`config.mk`:
```
export PLATFORM = sky130hd
export DESIGN_NAME = call_stack_unit
export DESIGN_NICKNAME = d
export VERILOG_FILES = /design/src/rtl/call_stack_unit.sv
export SDC_FILE = /design/constraint.sdc
export NUM_CORES = 1
export LEC_CHECK = 0
export CORE_ASPECT_RATIO = 0.9
export CORE_UTILIZATION = 50
export CTS_BUF_LIST = sky130_fd_sc_hd__clkbuf_2 sky130_fd_sc_hd__clkbuf_4 sky130_fd_sc_hd__clkbuf_8
export DETAILED_ROUTE_END_ITERATION = 12
export GPL_ROUTABILITY_DRIVEN = 0
export PLACE_DENSITY = 0.69
export SETUP_SLACK_MARGIN = 0.02
export SLEW_MARGIN = 40
export SYNTH_ARGS = -nofsm -noshare
export SYNTH_HDL_FRONTEND = slang
export SYNTH_SLANG_ARGS = --single-unit
```
`constraint.sdc`:
```
create_clock -name clk -period 8.1 [get_ports clk]
set_input_delay 1.215 -clock clk [delete_from_list [all_inputs] [get_ports clk]]
set_output_delay 1.215 -clock clk [all_outputs]
set_load 0.005 [all_outputs]
```
`src/rtl/call_stack_unit.sv`:
```
// call_stack_unit: hardware return-address stack for subroutine call/return,
// with registered pop output and sticky overflow/underflow flags.
module call_stack_unit #(
   parameter int AW    = 13,
   parameter int DEPTH = 8,
   parameter int CW    = 4
) (
   input  logic          clk,
   input  logic          rst,
   input  logic          push,
   input  logic          pop,
   input  logic [AW-1:0] push_addr,
   input  logic          err_clr,
   output logic [AW-1:0] ret_addr,
   output logic          ret_valid,
   output logic [AW-1:0] top,
   output logic [CW-1:0] count,
   output logic          empty,
   output logic          full,
   output logic          overflow,
   output logic          underflow
);
   localparam int IW = (DEPTH > 1) ? $clog2(DEPTH) : 1;
   logic [AW-1:0] mem [DEPTH];
   logic [CW-1:0] countDec, countNext;
   logic [IW-1:0] topIdx, pushIdx, wrIdx;
   logic          popOk, wrEn, ovfSet, unfSet;
   assign countDec  = count - CW'(1);
   assign topIdx    = IW'(countDec % CW'(DEPTH));
   assign pushIdx   = IW'(count % CW'(DEPTH));
   assign empty     = count == '0;
   assign full      = count == CW'(DEPTH);
   assign top       = empty ? '0 : mem[topIdx];
   assign popOk     = pop && !empty;
   // A pop alongside a push frees the top slot, so a swap is legal even when full.
   assign wrEn      = push && (!full || popOk);
   assign wrIdx     = popOk ? topIdx : pushIdx;
   assign ovfSet    = push && full && !popOk;
   assign unfSet    = pop && empty;
   always_comb begin
      countNext = count;
      if (wrEn && !popOk)
         countNext = count + CW'(1);
      else if (popOk && !wrEn)
         countNext = countDec;
   end
   always_ff @(posedge clk) begin
      if (!rst) begin
         count     <= '0;
         ret_addr  <= '0;
         ret_valid <= 1'b0;
         overflow  <= 1'b0;
         underflow <= 1'b0;
      end else begin
         count     <= countNext;
         ret_valid <= popOk;
         if (popOk)
            ret_addr <= top;
         overflow  <= ovfSet | (overflow & ~err_clr);
         underflow <= unfSet | (underflow & ~err_clr);
      end
   end
   always_ff @(posedge clk) begin
      if (rst && wrEn)
         mem[wrIdx] <= push_addr;
   end
endmodule

```
==> metrics, run 1 <==
status=completed; clock network power share=24.0%; TritonCTS clock tree=done; total CTS buffers=17; Worst Clk Skew=11.5 ps; Peak VDD IR=0.201 mV; Clock Sinks=124; critical path arrival=3260 ps; Vias/cell=5.62; DRC violations left=0; layout cell share with drive strength beyond 1=19.8%; # H-tree levels=4; Combinational Power Share=a little over two fifths; first-pass GRT wire length=16.4 mm; core box area=0.00970 mm²; initial antenna violation count=0; delay-heaviest family, CP=buffers and inverters; slowest library cell on the worst path=clkdlybuf4s50_1; total power=2.55 mW; CTS root buf=clkbuf_8; WL met3=654 µm; met2 routed WL=4.95 mm; fmax=0.224 GHz; CP Max Fanout=33; DR iter-0 viols=159; highest metal used=met4; all-layer global routing usage=22.4%; Placed Cells=between 400 and 500; CP Cell Sequence=buf_4, inv_1, ha_1, or3b_1, clkinv_8, a21oi_1, clkdlybuf4s50_1; Worst slew margin=43.3%; initial core utilization=51.7%; Internal Power=roughly 1.7 mW; sw frac=34.1%; clock slew at reported path FFs=70 ps; clk_lat worst skew=440 ps; most common cell after layout, fill and taps aside=edfxtp_1; Die X-Extent=between 100 and 150 µm; reg2reg setup slack=4290 ps; Overflow after GRT=0; postcts setup bufs=0; critical path depth=7; PwrDens=411 mW/mm²; largest net degree at the start of global routing=34; Pre-antenna DRT Iters=4; wire length on met1=4.70 mm; Synth-to-Final Area Change=23.9%; average wire per standard cell=20.3 µm; Mapped Area=about 0.005 mm²; row cnt=34; # resized after CTS=0; via count of the routed design=2891; commonest non-fill, non-tap cells in the layout=edfxtp_1, clkdlybuf4s50_1, nand2_1; Worst Reg-to-Reg Cells=9; synth warn=0; worst setup path endpoint=top[8]; final hold vios=0; critical setup path kind=reg -> out; vias in the first global route=2861; r2r endpoint=mem[3][1]; Crit. End Element=primary output; Tcrit/Tclk final=55.2%; final worst-path setup slack=3630 ps; Critical Path RT=slightly below 7000 ps; RSZ-0062 raised after global routing=false; syn nets=around 340; Avg Inst Size Synth=16.0 µm²; CTS Buffer Depth=2; final antenna-violating net count=0; Die Ht=just under 100 µm; startpoint type of the worst setup path=register; number of port buffers=52; FF+latch count, synth=124; post-synthesis sequential area ratio=70.3%; WL final=10.4 mm; accumulated negative setup slack=0 ps; Worst Tran Pin Value=842 ps; Unique masters post-synth=38; pre-CTS WS=3840 ps; minimum clock period=4470 ps; die footprint=0.0104 mm²; Tightest Hold Check Type=reg -> reg; Final #Nets=396; Post-Syn Instances=about 310; sw power=0.869 mW; max-slew violations=0; Reg power frac=32.5%; n_diodes=0; CP bufs+invs=4; Setup Viol. Count Final=0; worst r2r src=count[0]; cts-stage hold buffer count=0; leakage power=2.08 nW; Post-DP HPWL=6.22 mm; fin cells=514; Maximum Capacitance Violations=0; max incr delay on CP=roughly 540 ps; IO Pins=between 50 and 60; Setup crit start=count[0]
## state kept, by name, indices dropped and copies added, names as in the netlist
name,flops
ret_addr,13
ret_valid,1
overflow,1
underflow,1
mem,104
count,4
## worst min-delay path by stage
stage                 from          end  slack, ps  depth (start not counted)
5_1_grt        ret_addr[4]  ret_addr[4]        460                          2
3_3_place_gp   ret_addr[5]  ret_addr[5]        420                          2
6_report       ret_addr[4]  ret_addr[4]        440                          2
3_5_place_dp   ret_addr[8]  ret_addr[8]        430                          2
2_1_floorplan  ret_addr[0]  ret_addr[0]        430                          2
4_1_cts        ret_addr[4]  ret_addr[4]        450                          2
## power by group through the flow
| stage | registers [mW] | logic [mW] | clock network, mW |
|---|---|---|---|
| after global routing | 0.840 | 1.21 | 0.648 |
| after detailed placement | 0.841 | 1.11 | 0 |
| after CTS | 0.828 | 1.12 | 0.620 |
| after global placement | 0.837 | 1.08 | 0 |
| final | 0.829 | 1.11 | 0.613 |
| after floorplan | 0.832 | 0.646 | 0 |
## tightest hold or removal path, delay by kind of cell, from the launching register on
kind | cells | cell delay, ps
AND/OR/NAND/NOR | 2 | 90
flip-flops | 1 | 310
## routing by layer
layer | global-route usage (%) | vias to the layer above
met4 | 7.38 | 0
met1 | 32.0 | 1456
li1 | - | 1335
met5 | 0 | -
met2 | 32.8 | 88
met3 | 7.14 | 12
## cell usage after synthesis
cell | number | area [µm²]
clkbuf_1 | 7 | 26.3
edfxtp_1 | 104 | 3120
nor2_1 | 13 | 48.8
or4_1 | 1 | 7.51
nand4b_1 | 1 | 8.76
nand2b_1 | 1 | 6.26
nand2_1 | 50 | 188
a22oi_1 | 12 | 90.1
nor4bb_1 | 1 | 10.0
buf_1 | 3 | 11.3
nor3b_1 | 1 | 7.51
nor3_1 | 1 | 5.00
a21o_1 | 1 | 7.51
clkinv_8 | 1 | 16.3
o21bai_1 | 2 | 15.0
mux4_2 | 26 | 586
mux2i_1 | 2 | 20.0
and3b_1 | 2 | 17.5
a311oi_1 | 1 | 8.76
buf_4 | 1 | 7.51
a21oi_2 | 2 | 17.5
xor2_1 | 3 | 26.3
nor3_2 | 1 | 10.0
buf_2 | 5 | 25.0
nand4_1 | 3 | 18.8
or3_1 | 1 | 6.26
or3b_1 | 1 | 8.76
nor4_2 | 1 | 12.5
dfxtp_1 | 20 | 400
ha_1 | 3 | 37.5
xnor2_1 | 2 | 17.5
o21ai_0 | 4 | 20.0
or4_4 | 1 | 11.3
a21oi_1 | 25 | 125
nor2b_1 | 4 | 25.0
nor2b_2 | 1 | 8.76
buf_6 | 1 | 11.3
inv_1 | 5 | 18.8
## cell type report
cell class | count | area [µm²]
inverters | 6 | 35.0
clock inverters | 15 | 220
fillers | 688 | 3490
flip-flops and latches | 124 | 3520
repair buffers | 59 | 573
well taps | 126 | 158
multi-input cells | 167 | 1470
clock buffers | 17 | 234
## through the flow
stage          instance area (µm²)  hold slack [ps]  util (%)
2_1_floorplan                 5010              435         -
3_3_place_gp                  5690              423      58.6
3_5_place_dp                  5740              433      59.2
4_1_cts                       6200              446      63.9
5_1_grt                       6210              457      64.0
6_report                      6210              438      64.0
## cell families (layout without fill, tap and decap cells)
group / count (synthesis) / count (layout) / share of synthesized area (%)
simple gates: 84 / 84 / 7.99
mux: 28 / 28 / 12.1
buf+inv: 23 / 97 / 2.32
fa+ha+maj: 3 / 3 / 0.749
xor+xnor: 5 / 5 / 0.874
compound gates: 47 / 47 / 5.67
flops: 124 / 124 / 70.3
No activity file was read; power rests on OpenSTA's default activity.
==> run 2: changes to the inputs <==
- clock period: 8.1 -> 4.58 ns (I/O delays scaled with it)
==> metrics, run 2 (synthesis gave the netlist of run 1 again) <==
status=completed; startpoint type of the worst setup path=register; CP Cell Sequence=inv_1, ha_2, xnor2_1, buf_4, nand2_1, a21oi_1, clkdlybuf4s50_1; Final #Nets=between 400 and 500; clock slew at reported path FFs=~80 ps; reg2reg setup slack=around 1400 ps; accumulated negative setup slack=0 ps; highest metal used=met4; Worst Reg-to-Reg Cells=8; met2 routed WL=5.15 mm; Clock Sinks=124; leakage power=2.10 nW; max reg flops=104; PwrDens=715 mW/mm²; Post-DP HPWL=6.77 mm; postcts setup bufs=0; Hold Crit Endpoint=ret_addr[2]; DRC violations left=0; initial core utilization=51.7%; Critical Path RT=slightly below 4000 ps; register with the highest flop count=mem; fmax=0.273 GHz; Worst Clk Skew=7.87 ps; RSZ-0062 raised after global routing=false; Tcrit/Tclk final=79.9%; Pre-antenna DRT Iters=4; Synth-to-Final Area Change=22.9%; most common cell after layout, fill and taps aside=edfxtp_1; average wire per standard cell=20.2 µm; first-pass GRT wire length=around 17 mm; minimum clock period=3660 ps; Worst slew margin=44.8%; Peak VDD IR=between 0.3 and 0.4 mV; number of port buffers=52; cts-stage hold buffer count=0; clk_lat worst skew=410 ps; Setup crit start=count[1]; Tightest Hold Check Type=reg -> reg; Overflow after GRT=0; max incr delay on CP=600 ps; layout cell share with drive strength beyond 1=21.6%; r2r endpoint=mem[2][7]; max-slew violations=0; all-layer global routing usage=22.5%; slowest library cell on the worst path=xnor2_1; hold path cells=2; CP Max Fanout=12; Crit. End Element=primary output; WL final=10.6 mm; wire length on met1=4.80 mm; largest registers=mem (104), ret_addr (13), count (4); critical setup path kind=reg -> out; Maximum Capacitance Violations=0; CTS Buffer Depth=2; final antenna-violating net count=0; Vias/cell=5.61; delay-heaviest family, CP=buffers and inverters; # H-tree levels=4; critical path arrival=a little under 3000 ps; via count of the routed design=slightly below 3000; initial antenna violation count=0; Die X-Extent=108 µm; largest net degree at the start of global routing=33; Worst Tran Pin Value=slightly above 800 ps; vias in the first global route=3016; Die Ht=97.0 µm; # resized after CTS=0; final hold vios=0; core box area=0.00970 mm²; IO Pins=53; total CTS buffers=17; Layout fillers=710; n_diodes=0; Hold Crit Start=ret_addr[2]; CP bufs+invs=3; DR iter-0 viols=220; WL met3=606 µm; Setup Viol. Count Final=0; commonest non-fill, non-tap cells in the layout=edfxtp_1, clkdlybuf4s50_1, nand2_1; CTS root buf=clkbuf_8; fin util=63.5%; row cnt=34; worst r2r src=count[1]; die footprint=0.0104 mm²; TritonCTS clock tree=done
## run 2: final cells by class
class                           count  area (µm²)  area share, %
Clock buffer                       17         234           3.80
Clock inverter                     15         163           2.64
Inverter                            6        35.0          0.569
Multi-Input combinational cell    167        1390           22.6
Sequential cell                   124        3520           57.2
Tap cell                          126         158           2.56
Timing Repair Buffer               70         656           10.6
## run 2: through the flow
stage               setup slack (ps)  std cells  hold WS (ps)  total power, mW  area (µm²)
global route                     742        525           455             4.65        6160
global placement                1130        493           423             3.45        5740
finish                           919        525           444             4.41        6160
floorplan                       1900        314           435             2.62        5010
CTS                              856        525           446             4.43        6150
detailed placement              1140        493           431             3.48        5750
## run 2: per-layer routing
metal  up-vias  global-route usage [%]
li1       1360                       -
met1      1496                    32.5
met2        84                    34.0
met3         5                    5.93
met4         0                    6.32
met5         -                       0
## run 2: where the power goes
| group | switching (mW) | internal [mW] |
|---|---|---|
| Sequential | 0.0763 | 1.38 |
| Combinational | 1.03 | 0.970 |
| Clock | 0.455 | 0.492 |
| Total | 1.56 | 2.84 |
## run 2: worst max path at each step
stage	depth (start not counted)	slack (ps)	endpoint
floorplan	8	1900	mem[6][0]
global placement	7	1130	top[4]
detailed placement	6	1140	mem[3][1]
CTS	7	860	top[7]
global route	7	740	top[7]
finish	7	920	top[7]
## run 2: worst reg2reg max path, cell delays in order (launching register included)
cell,delay [ps]
dfxtp_1,400
inv_1,110
ha_2,320
or3b_1,550
clkinv_8,190
nor3_2,60
or4_4,550
a21oi_2,470
buf_4,290
